<file path="src/rtl/wb_burst_pkg.sv">
`default_nettype none
// +--------------------------------------------------------------------------+
// | wb_burst_pkg : shared encodings and default widths for wb_burst_master   |
// | Revision     : 1.0                                                       |
// +--------------------------------------------------------------------------+
package wb_burst_pkg;

  localparam int unsigned c_AW_DEFAULT      = 32;
  localparam int unsigned c_DW_DEFAULT      = 32;
  localparam int unsigned c_LW_DEFAULT      = 4;
  localparam int unsigned c_TIMEOUT_DEFAULT = 64;
  localparam int unsigned c_RETRIES_DEFAULT = 2;

  typedef enum logic [2:0] {
    S_IDLE = 3'd0,
    S_WDAT = 3'd1,
    S_STRB = 3'd2,
    S_GAP  = 3'd3,
    S_FIN  = 3'd4
  } state_e;

  typedef logic [1:0] status_t;

  localparam status_t ST_OK      = 2'b00;
  localparam status_t ST_ERR     = 2'b01;
  localparam status_t ST_TIMEOUT = 2'b10;

  // Width needed to hold values 0..n-1, never below one bit.
  function automatic int unsigned cnt_width(input int unsigned n);
    return (n > 1) ? $clog2(n) : 1;
  endfunction

endpackage
`default_nettype wire

</file>
<file path="src/rtl/wb_timeout_cnt.sv">
`default_nettype none
// +--------------------------------------------------------------------------+
// | wb_timeout_cnt : watchdog counter, flags terminal count at TIMEOUT-1     |
// | Revision       : 1.0                                                     |
// +--------------------------------------------------------------------------+
module wb_timeout_cnt #(
  parameter int unsigned TIMEOUT = 64
) (
  input  logic clk_i,
  input  logic rst_ni,
  input  logic clr_i,
  input  logic en_i,
  output logic tc_o
);

  localparam int unsigned       c_CW   = $clog2(TIMEOUT);
  localparam logic [c_CW-1:0]   c_TERM = c_CW'(TIMEOUT - 1);

  logic [c_CW-1:0] cnt_q;
  logic [c_CW-1:0] cnt_d;

  // Holds at the terminal value so the flag cannot wrap away.
  always_comb begin
    cnt_d = cnt_q;
    if (clr_i) begin
      cnt_d = '0;
    end else if (en_i && !tc_o) begin
      cnt_d = cnt_q + c_CW'(1);
    end
  end

  always_ff @(posedge clk_i or negedge rst_ni) begin
    if (!rst_ni) begin
      cnt_q <= '0;
    end else begin
      cnt_q <= cnt_d;
    end
  end

  assign tc_o = (cnt_q == c_TERM);

endmodule
`default_nettype wire

</file>
<file path="src/rtl/wb_burst_master.sv">
`default_nettype none
// +--------------------------------------------------------------------------+
// | wb_burst_master : Wishbone classic burst master with ERR retry, ACK      |
// |                   watchdog and sticky interrupt flag                     |
// | Revision        : 1.0                                                    |
// +--------------------------------------------------------------------------+
module wb_burst_master
  import wb_burst_pkg::*;
#(
  parameter int unsigned AW      = c_AW_DEFAULT,
  parameter int unsigned DW      = c_DW_DEFAULT,
  parameter int unsigned SW      = DW / 8,
  parameter int unsigned LW      = c_LW_DEFAULT,
  parameter int unsigned TIMEOUT = c_TIMEOUT_DEFAULT,
  parameter int unsigned RETRIES = c_RETRIES_DEFAULT
) (
  input  logic          CLK_I,
  input  logic          RST_I,
  input  logic          cmd_valid,
  output logic          cmd_ready,
  input  logic          cmd_we,
  input  logic [AW-1:0] cmd_adr,
  input  logic [LW-1:0] cmd_len,
  input  logic [SW-1:0] cmd_sel,
  input  logic [DW-1:0] wd_data,
  input  logic          wd_valid,
  output logic          wd_ready,
  output logic [DW-1:0] rd_data,
  output logic          rd_valid,
  output logic          done,
  output logic [1:0]    status,
  input  logic          INTR_I,
  output logic          irq_pending,
  input  logic          irq_clr,
  output logic [AW-1:0] ADR_O,
  output logic [DW-1:0] DAT_O,
  input  logic [DW-1:0] DAT_I,
  output logic          WE_O,
  output logic [SW-1:0] SEL_O,
  output logic          STB_O,
  output logic          CYC_O,
  input  logic          ACK_I,
  input  logic          ERR_I
);

  localparam int unsigned      c_RW         = cnt_width(RETRIES + 1);
  localparam logic [c_RW-1:0]  c_RETRY_LOAD = c_RW'(RETRIES);
  localparam logic [AW-1:0]    c_ADR_STEP   = AW'(SW);

  state_e          state_q;
  logic [LW-1:0]   beats_q;
  logic [c_RW-1:0] retry_q;
  logic            cmd_ready_q;
  logic            wd_ready_q;
  logic [DW-1:0]   rd_data_q;
  logic            rd_valid_q;
  logic            done_q;
  status_t         status_q;
  logic            irq_q;
  logic [AW-1:0]   adr_q;
  logic [DW-1:0]   dat_q;
  logic            we_q;
  logic [SW-1:0]   sel_q;
  logic            stb_q;
  logic            cyc_q;

  logic w_to_clr;
  logic w_to_en;
  logic w_to_tc;

  // Watchdog restarts for every strobe attempt, including back-to-back reads.
  assign w_to_en  = (state_q == S_STRB);
  assign w_to_clr = (state_q != S_STRB) || ACK_I || ERR_I;

  wb_timeout_cnt #(
    .TIMEOUT (TIMEOUT)
  ) u_ack_watchdog (
    .clk_i  (CLK_I),
    .rst_ni (RST_I),
    .clr_i  (w_to_clr),
    .en_i   (w_to_en),
    .tc_o   (w_to_tc)
  );

  always_ff @(posedge CLK_I or negedge RST_I) begin
    if (!RST_I) begin
      state_q     <= S_IDLE;
      beats_q     <= '0;
      retry_q     <= '0;
      cmd_ready_q <= 1'b0;
      wd_ready_q  <= 1'b0;
      rd_data_q   <= '0;
      rd_valid_q  <= 1'b0;
      done_q      <= 1'b0;
      status_q    <= ST_OK;
      adr_q       <= '0;
      dat_q       <= '0;
      we_q        <= 1'b0;
      sel_q       <= '0;
      stb_q       <= 1'b0;
      cyc_q       <= 1'b0;
    end else begin
      rd_valid_q <= 1'b0;
      wd_ready_q <= 1'b0;
      done_q     <= 1'b0;
      case (state_q)
        S_IDLE: begin
          if (cmd_valid && cmd_ready_q) begin
            cmd_ready_q <= 1'b0;
            adr_q       <= cmd_adr;
            we_q        <= cmd_we;
            sel_q       <= cmd_sel;
            beats_q     <= cmd_len;
            retry_q     <= c_RETRY_LOAD;
            cyc_q       <= 1'b1;
            if (cmd_we) begin
              state_q <= S_WDAT;
            end else begin
              stb_q   <= 1'b1;
              state_q <= S_STRB;
            end
          end else begin
            cmd_ready_q <= 1'b1;
          end
        end
        S_WDAT: begin
          if (wd_valid) begin
            dat_q   <= wd_data;
            stb_q   <= 1'b1;
            state_q <= S_STRB;
          end
        end
        S_STRB: begin
          // ERR wins over a simultaneous ACK.
          if (ERR_I) begin
            if (retry_q != '0) begin
              retry_q <= retry_q - c_RW'(1);
              stb_q   <= 1'b0;
              state_q <= S_GAP;
            end else begin
              cyc_q    <= 1'b0;
              stb_q    <= 1'b0;
              done_q   <= 1'b1;
              status_q <= ST_ERR;
              state_q  <= S_FIN;
            end
          end else if (ACK_I) begin
            if (we_q) begin
              wd_ready_q <= 1'b1;
            end else begin
              rd_data_q  <= DAT_I;
              rd_valid_q <= 1'b1;
            end
            if (beats_q == '0) begin
              cyc_q    <= 1'b0;
              stb_q    <= 1'b0;
              done_q   <= 1'b1;
              status_q <= ST_OK;
              state_q  <= S_FIN;
            end else begin
              adr_q   <= adr_q + c_ADR_STEP;
              beats_q <= beats_q - LW'(1);
              retry_q <= c_RETRY_LOAD;
              if (we_q) begin
                stb_q   <= 1'b0;
                state_q <= S_WDAT;
              end
            end
          end else if (w_to_tc) begin
            cyc_q    <= 1'b0;
            stb_q    <= 1'b0;
            done_q   <= 1'b1;
            status_q <= ST_TIMEOUT;
            state_q  <= S_FIN;
          end
        end
        S_GAP: begin
          stb_q   <= 1'b1;
          state_q <= S_STRB;
        end
        S_FIN: begin
          cmd_ready_q <= 1'b1;
          state_q     <= S_IDLE;
        end
        default: begin
          cyc_q   <= 1'b0;
          stb_q   <= 1'b0;
          state_q <= S_IDLE;
        end
      endcase
    end
  end

  // A same-cycle set beats the clear so no interrupt edge is lost.
  always_ff @(posedge CLK_I or negedge RST_I) begin
    if (!RST_I) begin
      irq_q <= 1'b0;
    end else if (INTR_I) begin
      irq_q <= 1'b1;
    end else if (irq_clr) begin
      irq_q <= 1'b0;
    end
  end

  assign cmd_ready   = cmd_ready_q;
  assign wd_ready    = wd_ready_q;
  assign rd_data     = rd_data_q;
  assign rd_valid    = rd_valid_q;
  assign done        = done_q;
  assign status      = status_q;
  assign irq_pending = irq_q;
  assign ADR_O       = adr_q;
  assign DAT_O       = dat_q;
  assign WE_O        = we_q;
  assign SEL_O       = sel_q;
  assign STB_O       = stb_q;
  assign CYC_O       = cyc_q;

endmodule
`default_nettype wire

</file>
<file path="config.mk">
export PLATFORM = sky130hd
export DESIGN_NAME = wb_burst_master
export DESIGN_NICKNAME = d
export VERILOG_FILES = /design/src/rtl/wb_burst_pkg.sv /design/src/rtl/wb_timeout_cnt.sv /design/src/rtl/wb_burst_master.sv
export SDC_FILE = /design/constraint.sdc
export NUM_CORES = 1
export LEC_CHECK = 0
export CORE_MARGIN = 1.5
export CORE_UTILIZATION = 45
export DETAILED_ROUTE_END_ITERATION = 12
export DONT_BUFFER_PORTS = 1
export SLEW_MARGIN = 20
export SYNTH_ARGS = -nofsm -noshare
export SYNTH_HDL_FRONTEND = slang
export SYNTH_SLANG_ARGS = --single-unit
</file>
<file path="constraint.sdc">
create_clock -name CLK_I -period 2.35 [get_ports CLK_I]
set_input_delay 0.47 -clock CLK_I [delete_from_list [all_inputs] [get_ports CLK_I]]
set_output_delay 0.47 -clock CLK_I [all_outputs]
set_load 0.01 [all_outputs]
</file>
### Word level (Yosys, flattened, before mapping)

Index checks and enable logic that the tools add are counted.

| cells by class | value |
|---|---|
| add/subtract/negate cells | 4 |
| multiply operators | 0 |
| div/mod/pow operators | 0 |
| order comparisons | 0 |
| eq/ne operators | 21 |
| shift-type cells | 0 |
| muxes and demuxes | 66 |
| bitwise logic cells | 4 |
| reduce and logical (&&, ||, !) cells | 23 |

Operators with widths:

| cell | number |
|---|---|
| $mux W32 | 4 |
| $pmux W32 S2 | 1 |
| $add A32 B3 Y32 const B | 1 |
| $mux W1 | 30 |
| $mux W3 | 8 |
| $mux W2 | 11 |
| $mux W4 | 4 |
| $reduce_and A5 Y1 | 3 |
| $ne A2 B2 Y1 const B | 7 |
| $mux W6 | 2 |
| $ne A3 B3 Y1 const B | 4 |
| $pmux W3 S4 | 1 |
| $reduce_and A4 Y1 | 3 |
| $reduce_bool A2 Y1 | 5 |
| $ne A4 B4 Y1 const B | 2 |
| $pmux W4 S2 | 1 |
| $add A6 B1 Y6 const B | 1 |
| $eq A3 B2 Y1 const B | 2 |
| $eq A6 B6 Y1 const B | 1 |
| $reduce_and A6 Y1 | 1 |
| $ne A5 B5 Y1 const B | 1 |
| $pmux W1 S5 | 1 |
| $logic_not A4 Y1 | 1 |
| $not A1 Y1 | 4 |
| 16 further kinds | 19 |

| storage, ports and cells | value |
|---|---|
| flip-flop bits (word level) | 125 |
| bits in latches | 0 |
| RAM bits | 0 |
| bits in read-only memories | 0 |
| input bits | 113 |
| logic and storage cells | 135 |
| memories kept | 0 |

### Depth between registers and ports, before layout

| depth | value |
|---|---|
| depth after elaboration | 5 |
| mapped depth | 8 |

### Modules after synthesis

A second synthesis with hierarchy kept.

| unflattened totals | value |
|---|---|
| cells, all modules | 538 |
| area total of the unflattened synthesis | 5883.1 µm² |

By module, submodules not included:

| module | instances | cells an instance | area an instance (µm²) | sequential area each (µm²) |
|---|---|---|---|---|
| wb_burst_master | 1 | 499 | 5502.8 | 2977.9 |
| wb_timeout_cnt | 1 | 39 | 380.4 | 150.1 |

### Worst setup path after synthesis

No wires, ideal clock.

| timing path | value |
|---|---|
| path kind | flip-flop to flip-flop |
| from | reg beats_q[0] |
| to | reg adr_q[14], in the netlist ADR_O[14] |
| data arrival time | 1.763 ns |
| required time | 2.215 ns |
| path slack | 0.453 ns |
| cell stages (with the launch flop) | 8 |
| clock period less this slack | 1.897 ns |
| path through | dfrtp_1 > inv_1 > ha_1 > or3b_1 > a32oi_1 > buf_2 > clkbuf_1 > o21ai_0 |

| on the way | value |
|---|---|
| longest elaborated chain between the ends | 3 |

Ends and longest elaborated chain:

| what | line | text |
|---|---|---|
| from (decl) | wb_burst_master.sv:51 | `logic [LW-1:0] beats_q;` |
| from (signal assigned) | wb_burst_master.sv:113 | `beats_q <= cmd_len;` |
| from (signal assigned) | wb_burst_master.sv:162 | `beats_q <= beats_q - LW'(1);` |
| $logic_not A4 Y1 | wb_burst_master.sv:154 | `if (beats_q == '0) begin` |
| $ne A2 B2 Y1 (no source line) | - |  |
| $reduce_and A5 Y1 (no source line) | - |  |
| to (signal assigned) | wb_burst_master.sv:110 | `adr_q <= cmd_adr;` |
| to (signal assigned) | wb_burst_master.sv:161 | `adr_q <= adr_q + c_ADR_STEP;` |
| to (decl) | wb_burst_master.sv:60 | `logic [AW-1:0] adr_q;` |

No other way between the ends.
A chain may end at the register's enable or synchronous reset.

### Final worst setup path

| timing path | value |
|---|---|
| from | reg state_q[0] |
| to | reg state_q[1] |

| on the way | value |
|---|---|
| longest elaborated chain between the ends | 3 |
| elaborated cells between the ends (all ways) | 10 |
| classes of those cells | eq/ne (7); mux (1); reduce/logical (2) |

Ends and longest elaborated chain:

| what | line | text |
|---|---|---|
| from (decl) | wb_burst_master.sv:50 | `state_e state_q;` |
| from (signal assigned) | wb_burst_master.sv:87 | `state_q <= S_IDLE;` |
| from (signal assigned) | wb_burst_master.sv:117 | `state_q <= S_WDAT;` |
| from (signal assigned) | wb_burst_master.sv:120 | `state_q <= S_STRB;` |
| $eq A3 B2 Y1 (tied with other cells) | wb_burst_master.sv:106 | `case (state_q)` |
| $ne A5 B5 Y1 (no source line) (tied with other cells) | - |  |
| $reduce_and A4 Y1 (no source line) | - |  |

Parallel ways exist; a longest one is shown, timed or not.

==> summary.md <==
| Metric | Value |
|---|---|
| Critical path endpoint category | register |
| Post_cts resized | 0 |
| CTS tree | yes |
| Layout Nets | around 700 |
| Leading area contributor after synthesis | dfrtp_1 |
| Post-synthesis area per instance | 10.0 µm² |
| Post-synth net total | 712 |
| EDFF count, synth | 0 |
| Critical path class | register to register |
| Initial antenna violation count | 0 |
| Status | finished, violations left |
| Cell Pwr Density | 1510 nW/µm² |
| Die Area | 13900 µm² |
| R2R Setup Slk | 0.27 ns |
| Max-slew violations | 0 |
| Pre-CTS WS | 0.278 ns |
| Diodes inserted | 0 |
| # IOs | 223 |
| YS warnings | 0 |
| Final Skew | 0.00819 ns |
| Number of fill cells | approximately 1200 |
| DRT antenna net count | 0 |
| Share of cells above drive strength 1 | 18.5% |
| CP max-delay cell | dfrtp_1 |
| Total core area | approximately 13000 µm² |
| R2R cell count | 5 |
| RSZ-0062 raised after global routing | no |
| Startpoint Class | register |
| Drt initial violations | 197 |
| Longest Clk Path Bufs | 2 |
| Most common cell in the netlist | nand2_1 |
| HPWL after DPL | between 10000 and 15000 µm |
| Worst vdd rail ir drop | 0.597 mV |
| CP top delay family | simple AND/OR/NAND/NOR gates |
| Total wire length | 14600 µm |
| CP peak stage delay | 0.54 ns |
| Post-synthesis sequential area ratio | 52.6% |
| DR DRC count | 0 |
| Share of the synthesized area in the top cell type | 52.6% |
| Top cells by area, synth | dfrtp_1 53%, nand2_1 8.4%, mux2_2 7.0%, a21oi_1 2.9%, nor2_1 2.2% |
| Post-layout worst setup margin | about 0.27 ns |
| Synthesized flop and latch total | 125 |
| Pin count of the biggest net entering global routing | 126 |
| Min-Delay Path Class | input port to asynchronous set/reset pin |
| Sum of negative setup slack | 0 ns |
| Die extent in y | 118 µm |
| Synth cell types | between 60 and 70 |
| Worst path bufs/invs | 0 |
| First-pass GRT wire length | 23300 µm |
| Port Buffers | 0 |
| Root Driver | clkbuf_16 |
| Final min period | 2.08 ns |
| Vias | 4560 |
| Failing checks | hold timing |
| Maximum clock rate | about 480 MHz |
| Max_cap viols | 0 |
| LEAKAGE | approximately 3 nW |
| Row count | between 40 and 50 |
| Clock Sinks | 125 |
| Initial Utilization | 46.6% |
| Worst skew pair latency | 0.42 ns |
| Final setup fails | 0 |
| Area grow syn2layout | 14.9% |
| Data required time of the worst path | between 2 and 3 ns |
| Global route overflow | 0 |
| Commonest cells in the synthesized netlist | 133 x nand2_1, 125 x dfrtp_1, 37 x mux2_2, 35 x a21oi_1, 35 x nor2_1 |
| Cell Area, Synth | 5950 µm² |
| Synthesized instance count | 595 |
| Total CTS buffers | 17 |
| Routed wire length per instance | 18.7 µm |
| Ys async rst share | 100% |
| Worst-margin pin slew | around 0.46 ns |
| GPL Wtd Cong | roughly 0.86 |
| Final Hold Fails | 125 |
| Vias per cell | 5.83 |
| Tcrit/Tclk final | 88.5% |
| Non-filler cells, final | 782 |
| Detailed Routing Iterations Pass 1 | 5 |
| Clk slew on worst S/H paths | 0.06 ns |
| Min Hold Slack | -0.254 ns |
| H-tree depth | 4 |
| Vias in the first global route | 4488 |
| CP max FO | 13 |
| R2R Path Start | state_q[0] |
| Gr usage total | around 21% |
| Die Span X | 118 µm |
| Worst slew margin | 69.2% |
| Worst EP arrival | 2.42 ns |
| Placed Cells | between 700 and 800 |
| R2R Path End | state_q[1] |
| Ys flop type | dfrtp_1 |
| Cell Chain, Critical Path | nor4b_4, nand2b_1, o221a_2, nor4b_1, nor3_2 |
[worst reg2reg max path, cell delays in order (launching register included)]
cell	delay, ns
dfrtp_1	0.54
nor4b_4	0.50
nand2b_1	0.27
o221a_2	0.35
nor4b_1	0.16
nor3_2	0.17
[power by group]
group | switching, mW | total, mW | leakage [nW] | internal [mW]
clock | 0.935 | 2.80 | 0.308 | 1.86
sequential | 1.42 | 4.55 | 1.51 | 3.12
combinational | 1.61 | 2.99 | 1.18 | 1.39
total | 3.97 | 10.3 | 3.00 | 6.37
[state kept, by name, summed over array words and instances (netlist names), 2 cells and up]
| name | flops |
|---|---|
| ADR_O | 32 |
| beats_q | 4 |
| state_q | 3 |
| SEL_O | 4 |
| DAT_O | 32 |
| status | 2 |
| retry_q | 2 |
| u_ack_watchdog.cnt_q | 6 |
| rd_data | 32 |
[through the flow]
| stage | total power, mW | utilization, % | cell area [µm²] |
|---|---|---|---|
| final | 10.3 | 53.5 | 6840 |
| after global routing | 11.0 | 53.5 | 6840 |
| after CTS | 10.4 | 53.5 | 6840 |
| after detailed placement | 7.59 | 48.5 | 6200 |
| after global placement | 7.43 | 48.5 | 6200 |
| after floorplan | 6.66 | - | 5950 |
[layout by cell type (no fill, tap or decap), types with 4 or more instances in the layout]
master / synthesis / routed
nand2_1: 133 / 133
nor3_1: 9 / 9
buf_12: 0 / 4
nor2_1: 35 / 35
o211ai_1: 4 / 4
inv_1: 11 / 11
mux2_2: 37 / 37
a2bb2oi_1: 7 / 7
and3_1: 4 / 4
ha_1: 4 / 4
bufinv_16: 0 / 4
o21ai_0: 24 / 24
nor4_1: 5 / 5
dfrtp_1: 125 / 125
o22ai_1: 12 / 12
a31oi_1: 7 / 7
nand3_2: 5 / 5
xnor2_1: 4 / 4
buf_4: 2 / 14
nand2b_1: 4 / 4
nand3_1: 24 / 24
nand4_1: 6 / 6
clkbuf_16: 0 / 17
a21oi_1: 35 / 35
[timing repair]
item,in CTS,in global routing
hold endpoints to repair,125,125
endpoints found under the setup margin,0,0
buffers inserted,0,0
[metal layers]
| metal | track usage, % | share of wire (%) |
|---|---|---|
| met5 | 0 | 0 |
| met3 | 8.72 | 8.2 |
| met2 | 33.7 | 49 |
| met1 | 25.3 | 41 |
| met4 | 10.6 | 2.0 |
[worst max-delay path by stage]
stage                    start    endpoint  slack, ns  cells after the start
finish              state_q[0]  state_q[1]       0.27                      5
CTS                 beats_q[0]   ADR_O[29]       0.27                      7
global route        state_q[0]       CYC_O       0.10                      5
global placement    beats_q[0]   ADR_O[29]       0.32                      7
detailed placement  beats_q[0]   ADR_O[29]       0.28                      7
floorplan           beats_q[0]   ADR_O[14]       0.45                      7
[layout make-up]
cell class,count,area (µm²),share of cell area [%]
Multi-Input combinational cell,423,2630,38.4
Timing Repair Buffer,18,185,2.71
Sequential cell,125,3130,45.8
Clock inverter,9,159,2.32
Tap cell,172,215,3.15
Inverter,12,45.0,0.659
Clock buffer,23,478,6.99
[cells by family (layout without fill, tap and decap cells)]
logic type | after synthesis | after routing | share of synthesized area [%]
buf+inv | 47 | 62 | 3.77
flops | 125 | 125 | 52.6
fa+ha+maj | 4 | 4 | 0.841
simple gates | 257 | 257 | 22.0
compound gates | 116 | 116 | 12.3
mux | 41 | 41 | 7.70
xor+xnor | 5 | 5 | 0.736
Note: power is estimated with default switching activity, not from simulation.
